File: config.mk
export PLATFORM = sky130hd
export DESIGN_NAME = lfsr13
export DESIGN_NICKNAME = d
export VERILOG_FILES = /design/src/rtl/lfsr_pkg.sv /design/src/rtl/lfsr13_step.sv /design/src/rtl/lfsr13.sv
export SDC_FILE = /design/constraint.sdc
export NUM_CORES = 1
export LEC_CHECK = 0
export ABC_AREA = 0
export CORE_MARGIN = 2
export CORE_UTILIZATION = 38
export CTS_CLUSTER_SIZE = 24
export DETAILED_ROUTE_END_ITERATION = 8
export PLACE_DENSITY = 0.7
export SYNTH_ARGS = -nofsm -noshare
export SYNTH_HDL_FRONTEND = slang
export SYNTH_SLANG_ARGS = --single-unit
File: constraint.sdc
create_clock -name clk -period 1.2 [get_ports clk]
set_input_delay 0.18 -clock clk [delete_from_list [all_inputs] [get_ports clk]]
set_output_delay 0.18 -clock clk [all_outputs]
set_load 0.005 [all_outputs]
File: src/rtl/lfsr_pkg.sv
// Shared constants and state type for the 13-bit maximal-length LFSR,
// also used by consumers that check the generated sequence.
package lfsr_pkg;

  localparam int          LFSR_WIDTH = 13;
  localparam logic [12:0] LFSR_SEED  = 13'h0001;
  // x^13 + x^4 + x^3 + x + 1 expressed as taps on bits 12, 3, 2, 0
  localparam logic [12:0] LFSR_TAPS  = 13'h100D;

  typedef logic [LFSR_WIDTH-1:0] lfsr_t;

endpackage

File: src/rtl/lfsr13_step.sv
// Combinational next-state function of the Fibonacci LFSR: tap XOR,
// left shift with feedback into bit 0, and recovery from the all-zero state.
module lfsr13_step
  import lfsr_pkg::*;
#(
  parameter int              WIDTH = LFSR_WIDTH,
  parameter logic [WIDTH-1:0] SEED  = LFSR_SEED,
  parameter logic [WIDTH-1:0] TAPS  = LFSR_TAPS
) (
  input  logic [WIDTH-1:0] cur,
  output logic [WIDTH-1:0] nxt,
  output logic             wrap
);

  logic fb;

  always_comb begin
    fb   = ^(cur & TAPS);
    nxt  = {cur[WIDTH-2:0], fb};
    wrap = 1'b0;
    // Zero is a lock-up state; reload the seed without flagging a wrap.
    if (cur == '0) begin
      nxt = SEED;
    end else begin
      wrap = (nxt == SEED);
    end
  end

endmodule

File: src/rtl/lfsr13.sv
// Free-running 13-bit LFSR; lfsr_done pulses for the one cycle in which the
// state has just returned to the seed after a full 8191-state period.
module lfsr13
  import lfsr_pkg::*;
#(
  parameter int              WIDTH = LFSR_WIDTH,
  parameter logic [WIDTH-1:0] SEED  = LFSR_SEED,
  parameter logic [WIDTH-1:0] TAPS  = LFSR_TAPS
) (
  input  logic             clk,
  input  logic             rst,
  output logic             lfsr_done,
  output logic [WIDTH-1:0] lfsr
);

  logic [WIDTH-1:0] lfsr_q;
  logic [WIDTH-1:0] lfsr_d;
  logic             done_q;
  logic             done_d;
  logic             wrap;

  lfsr13_step #(
    .WIDTH (WIDTH),
    .SEED  (SEED),
    .TAPS  (TAPS)
  ) u_step (
    .cur  (lfsr_q),
    .nxt  (lfsr_d),
    .wrap (wrap)
  );

  always_comb begin
    done_d = wrap;
  end

  always_ff @(posedge clk or negedge rst) begin
    if (!rst) begin
      lfsr_q <= SEED;
      done_q <= 1'b0;
    end else begin
      lfsr_q <= lfsr_d;
      done_q <= done_d;
    end
  end

  assign lfsr      = lfsr_q;
  assign lfsr_done = done_q;

endmodule

# After elaboration in Yosys (flattened, before gate mapping)

Cells that the tools add are included.

Register bits: 14
Input bits: 2

Eq/ne operators: 1
Reduce and logical (&&, ||, !) cells: 2
Muxes and demuxes: 2

Operators by type and width:

| operator                                                          | count |
|---|---|
| 13-bit by 1-bit == test with 1-bit output (second input constant) | 1 |
| 13-bit zero test                                                  | 1 |
| 13-bit two-way mux                                                | 1 |
| 13-bit XOR reduction                                              | 1 |
| 1-bit two-way mux                                                 | 1 |

# Logic depth before layout (Yosys ltp)

Word-level depth: 3
Mapped depth: 5
Gate-level depth less buffers: 5

# Cells and area by module

A second synthesis with hierarchy kept.

Cells, all modules: 40
Area total of the unflattened synthesis: 520.5 µm²

By module, submodules not included:

| module      | cells each | area each (µm²) | instances |
|---|---|---|---|
| lfsr13      | 14         | 351.6           | 1 |
| lfsr13_step | 26         | 168.9           | 1 |

# Worst setup path after synthesis

OpenSTA, ideal clock, no wires.

Kind: reg-to-reg
Start point: register lfsr_q[2] (netlist: lfsr[2])
End point: register done_q (netlist: lfsr_done)
Slack: -0.023 ns
Period minus slack after synthesis: 1.223 ns
Arrival time: 1.099 ns
Data required time: 1.075 ns
Setup time: 0.125 ns
Cell stages (with the launch flop): 6
Path through: dfrtp_1 > inv_1 > ha_1 > xor2_1 > xnor2_1 > nor3_2

Word-level cells in the longest chain between the ends: 3
Elaborated cells on any way between the ends: 4
Those cells by class: 1 x eq/ne; 1 x mux; 2 x reduce/logical

Ends and longest elaborated chain:

| item                                      | line              | source |
|---|---|---|
| start, declared                           | lfsr13.sv:16      | `logic [WIDTH-1:0] lfsr_q;` |
| start signal, assigned                    | lfsr13.sv:41      | `lfsr_q <= lfsr_d;` |
| 13-bit XOR reduction                      | lfsr13_step.sv:18 | `fb = ^(cur & TAPS);` |
| 13-bit by 1-bit == test with 1-bit output | lfsr13_step.sv:25 | `wrap = (nxt == SEED);` |
| 1-bit two-way mux (*)                     | lfsr13_step.sv:22 | `if (cur == '0) begin` |
| via done_d                                | lfsr13.sv:19      | `logic done_d;` |
| end signal, assigned                      | lfsr13.sv:42      | `done_q <= done_d;` |
| end, declared                             | lfsr13.sv:18      | `logic done_q;` |

The timed path passes the listed nets; every way through them passes the cells marked *.

# Final worst setup path

Start point: register lfsr_q[11] (netlist: lfsr[11])
End point: register lfsr_q[3] (netlist: lfsr[3])

Word-level cells in the longest chain between the ends: 2

Ends and longest elaborated chain:

| item               | line              | source |
|---|---|---|
| 13-bit zero test   | lfsr13_step.sv:22 |  |
| 13-bit two-way mux | lfsr13_step.sv:22 |  |
| via lfsr_d[3]      | lfsr13.sv:17      | `logic [WIDTH-1:0] lfsr_d;` |

The timed path passes the listed nets, and every way through them passes these cells.

==> flow_summary.json <==
{
  "nFillCells": 111,
  "reg2reg_to": "lfsr[3]$_DFF_PN0_",
  "grt_overflow": 0,
  "drt-total-wl_um": 1110,
  "report.final.slew_viol_count": 0,
  "regArea_um2": 351.6,
  "ys_ff_latch": 14,
  "cp-end-kind": "register",
  "slowest_delay_ps": 410,
  "hold_class": "in2async",
  "tns_ps": -216.4,
  "critPathKind": "reg2reg",
  "io_buffers": 15,
  "synth_area_leader_cell": "dfrtp_1",
  "yosysUniqueCellTypes": 17,
  "yosysTopAreaCellShare_pct": 63.73,
  "cp_cell_sequence": "buf_6 > nor4_4 > nand4_1 > and2_1",
  "cts_tree": "yes",
  "crit_end": "lfsr[3]$_DFF_PN0_",
  "initial_core_util_pct": 39.73,
  "die-width_um": 40.65,
  "cellLeakagePower_uw": 0.0003881,
  "nets": 71,
  "yosysWarnings": 0,
  "htreeDepth": 1,
  "worst_path_max_delay_cell": "dfrtp_1",
  "multi_input_area_um2": 158.9,
  "rows": 13,
  "regToRegSetupSlack_ps": -70,
  "dp_hpwl_um": 585.3,
  "syn-cell-area_um2": 510.5,
  "cts.path.max_buffers": 2,
  "core-area_um2": 1285,
  "syn_nets": 43,
  "cts_inserted_buffers": 3,
  "post_drt_wl_per_cell_um": 13.54,
  "vias": 363,
  "num_antenna_cells": 0,
  "finalSetupViolCount": 4,
  "arrival_ps": 1440,
  "first_global_vias": 354,
  "clock_latency_ps": 270,
  "fin_crit_sh_pct": 106.0,
  "syn_to_final_growth_pct": 62.99,
  "worst_ep_required_time_ps": 1370,
  "max_freq_ghz": 0.7863,
  "yosysSeqAreaShare_pct": 68.87,
  "slew_headroom_pct": 84.64,
  "crit_path_max_fanout": 3,
  "worst_pin_slew_ps": 228.7,
  "post-route-util_pct": 64.75,
  "dieArea_um2": 1652,
  "synth.avg_cell_area_um2": 12.76,
  "setup.worst_path.start_class": "register",
  "cts_root_buf": "clkbuf_4",
  "postCtsHoldBufs": 0,
  "drive_above_1_share_pct": 58.21,
  "drv_cap": 0,
  "pin_count": 16,
  "p_per_area_nw_per_um2": 976.3,
  "grt_max_degree": 15,
  "grt_setup_unrepaired": "yes",
  "routed_via_density": 4.427,
  "yosys-top-cells-area": "dfrtp_1 64%, clkbuf_1 6.6%, dfstp_2 5.1%, nor4_2 4.9%, and2_1 2.5%",
  "ir_worst_vdd_uv": 666.4,
  "drc_errors": 0,
  "drt_iter0_drc": 0,
  "timing.hold.ws_ps": 214.4,
  "final.min_clock_period_ps": 1272,
  "grt_pass1_wl_um": 1435,
  "finClkSkew_ps": 0.8149,
  "hold_viol": 0,
  "rr_worst_depth": 4,
  "r2r-start": "lfsr[11]$_DFF_PN0_",
  "violations": "negative setup slack",
  "critical_path_buf_inv_count": 1,
  "status": "finished with violations",
  "crit_family": "simple AND/OR/NAND/NOR gates",
  "syn_inst": 40,
  "cp-startpoint": "lfsr[11]$_DFF_PN0_",
  "clkSinkCount": 14,
  "ant_nets": 0,
  "crit_cells": 4,
  "drtPass1Iterations": 1,
  "dieHeight_um": 40.65,
  "gp_congestion": 0.6549,
  "clk_pin_slew_worst_paths_ps": 80,
  "antenna_found_initial": 0,
  "setup_slack_ps": -71.86,
  "grt.total_usage_pct": 14.42
}
[sequential cells by signal (all words and copies together), names as in the netlist]
name / cells
lfsr: 13
lfsr_done: 1
[repair_timing]
action,4_1_cts,5_1_grt
resized for setup,26,12
endpoints found under the setup margin,17,8
pin swaps,6,3
gates cloned,0,0
setup buffers,12,0
[cells in the final DEF (no fill, tap or decap), drive strengths merged, types with 2 or more instances in the layout]
| master | instances |
|---|---|
| and2 | 2 |
| buf | 20 |
| clkbuf | 8 |
| dfrtp | 13 |
| dlygate4sd2 | 8 |
| inv | 2 |
| nor4 | 2 |
[power breakdown]
| group | internal [µW] | switching (µW) |
|---|---|---|
| Clock | 184 | 143 |
| Combinational | 5.01 | 8.89 |
| Sequential | 471 | 0 |
[worst min-delay path by stage]
| stage | end | slack [ps] | start | depth (start not counted) |
|---|---|---|---|---|
| 6_report | lfsr[12]$_DFF_PN0_ | 210 | rst | 2 |
| 4_1_cts | lfsr[12]$_DFF_PN0_ | 210 | rst | 2 |
| 3_3_place_gp | lfsr[5]$_DFF_PN0_ | 400 | lfsr[4]$_DFF_PN0_ | 0 |
| 3_5_place_dp | lfsr[5]$_DFF_PN0_ | 400 | lfsr[4]$_DFF_PN0_ | 0 |
| 5_1_grt | lfsr[7]$_DFF_PN0_ | 220 | rst | 2 |
| 2_1_floorplan | lfsr[10]$_DFF_PN0_ | -120 | rst | 0 |
[cells by family after synthesis]
kind of cell,count (synthesis),share of synthesized area (%)
XOR/XNOR,2,3.432
adder cells (fa/ha/maj),1,2.451
buffers and inverters,12,9.804
flip-flops,14,68.87
AND/OR/NAND/NOR,11,15.44
[cells in the mapped netlist]
cell type,n
and2_1,2
clkbuf_1,9
dfrtp_1,13
dfstp_2,1
dlygate4sd1_1,1
ha_1,1
inv_1,2
nand2_1,1
nand3_1,1
nand4_1,1
nor2_1,1
nor2b_1,1
nor3_2,1
nor4_2,2
or3_1,1
xnor2_1,1
xor2_1,1
[per-layer routing]
layer | track usage, % | part of all wire [%] | up-vias
met5 | 0 | 0 | -
met4 | 10.00 | 1.3 | 0
met3 | 3.261 | 3.6 | 2
met2 | 24.21 | 54 | 10
met1 | 16.07 | 41 | 178
li1 | - | - | 173
[per-stage QoR]
stage | setup WS (ps) | cells | total power, µW | instance area, µm²
finish | -71.86 | 82 | 812.3 | 832.0
global route | -152.3 | 82 | 859.7 | 832.0
CTS | -74.76 | 82 | 820.6 | 815.8
detailed placement | -57.69 | 66 | 494.9 | 681.9
global placement | -48.42 | 66 | 495.0 | 681.9
floorplan | -23.47 | 40 | 480.9 | 510.5
[layout make-up]
type / instances / area share (%)
Tap cell: 15 / 2.256
Clock buffer: 4 / 4.361
Inverter: 2 / 0.9023
Sequential cell: 14 / 42.26
Multi-Input combinational cell: 14 / 19.10
Timing Repair Buffer: 33 / 31.13
Note: power is estimated with default switching activity, not from simulation.
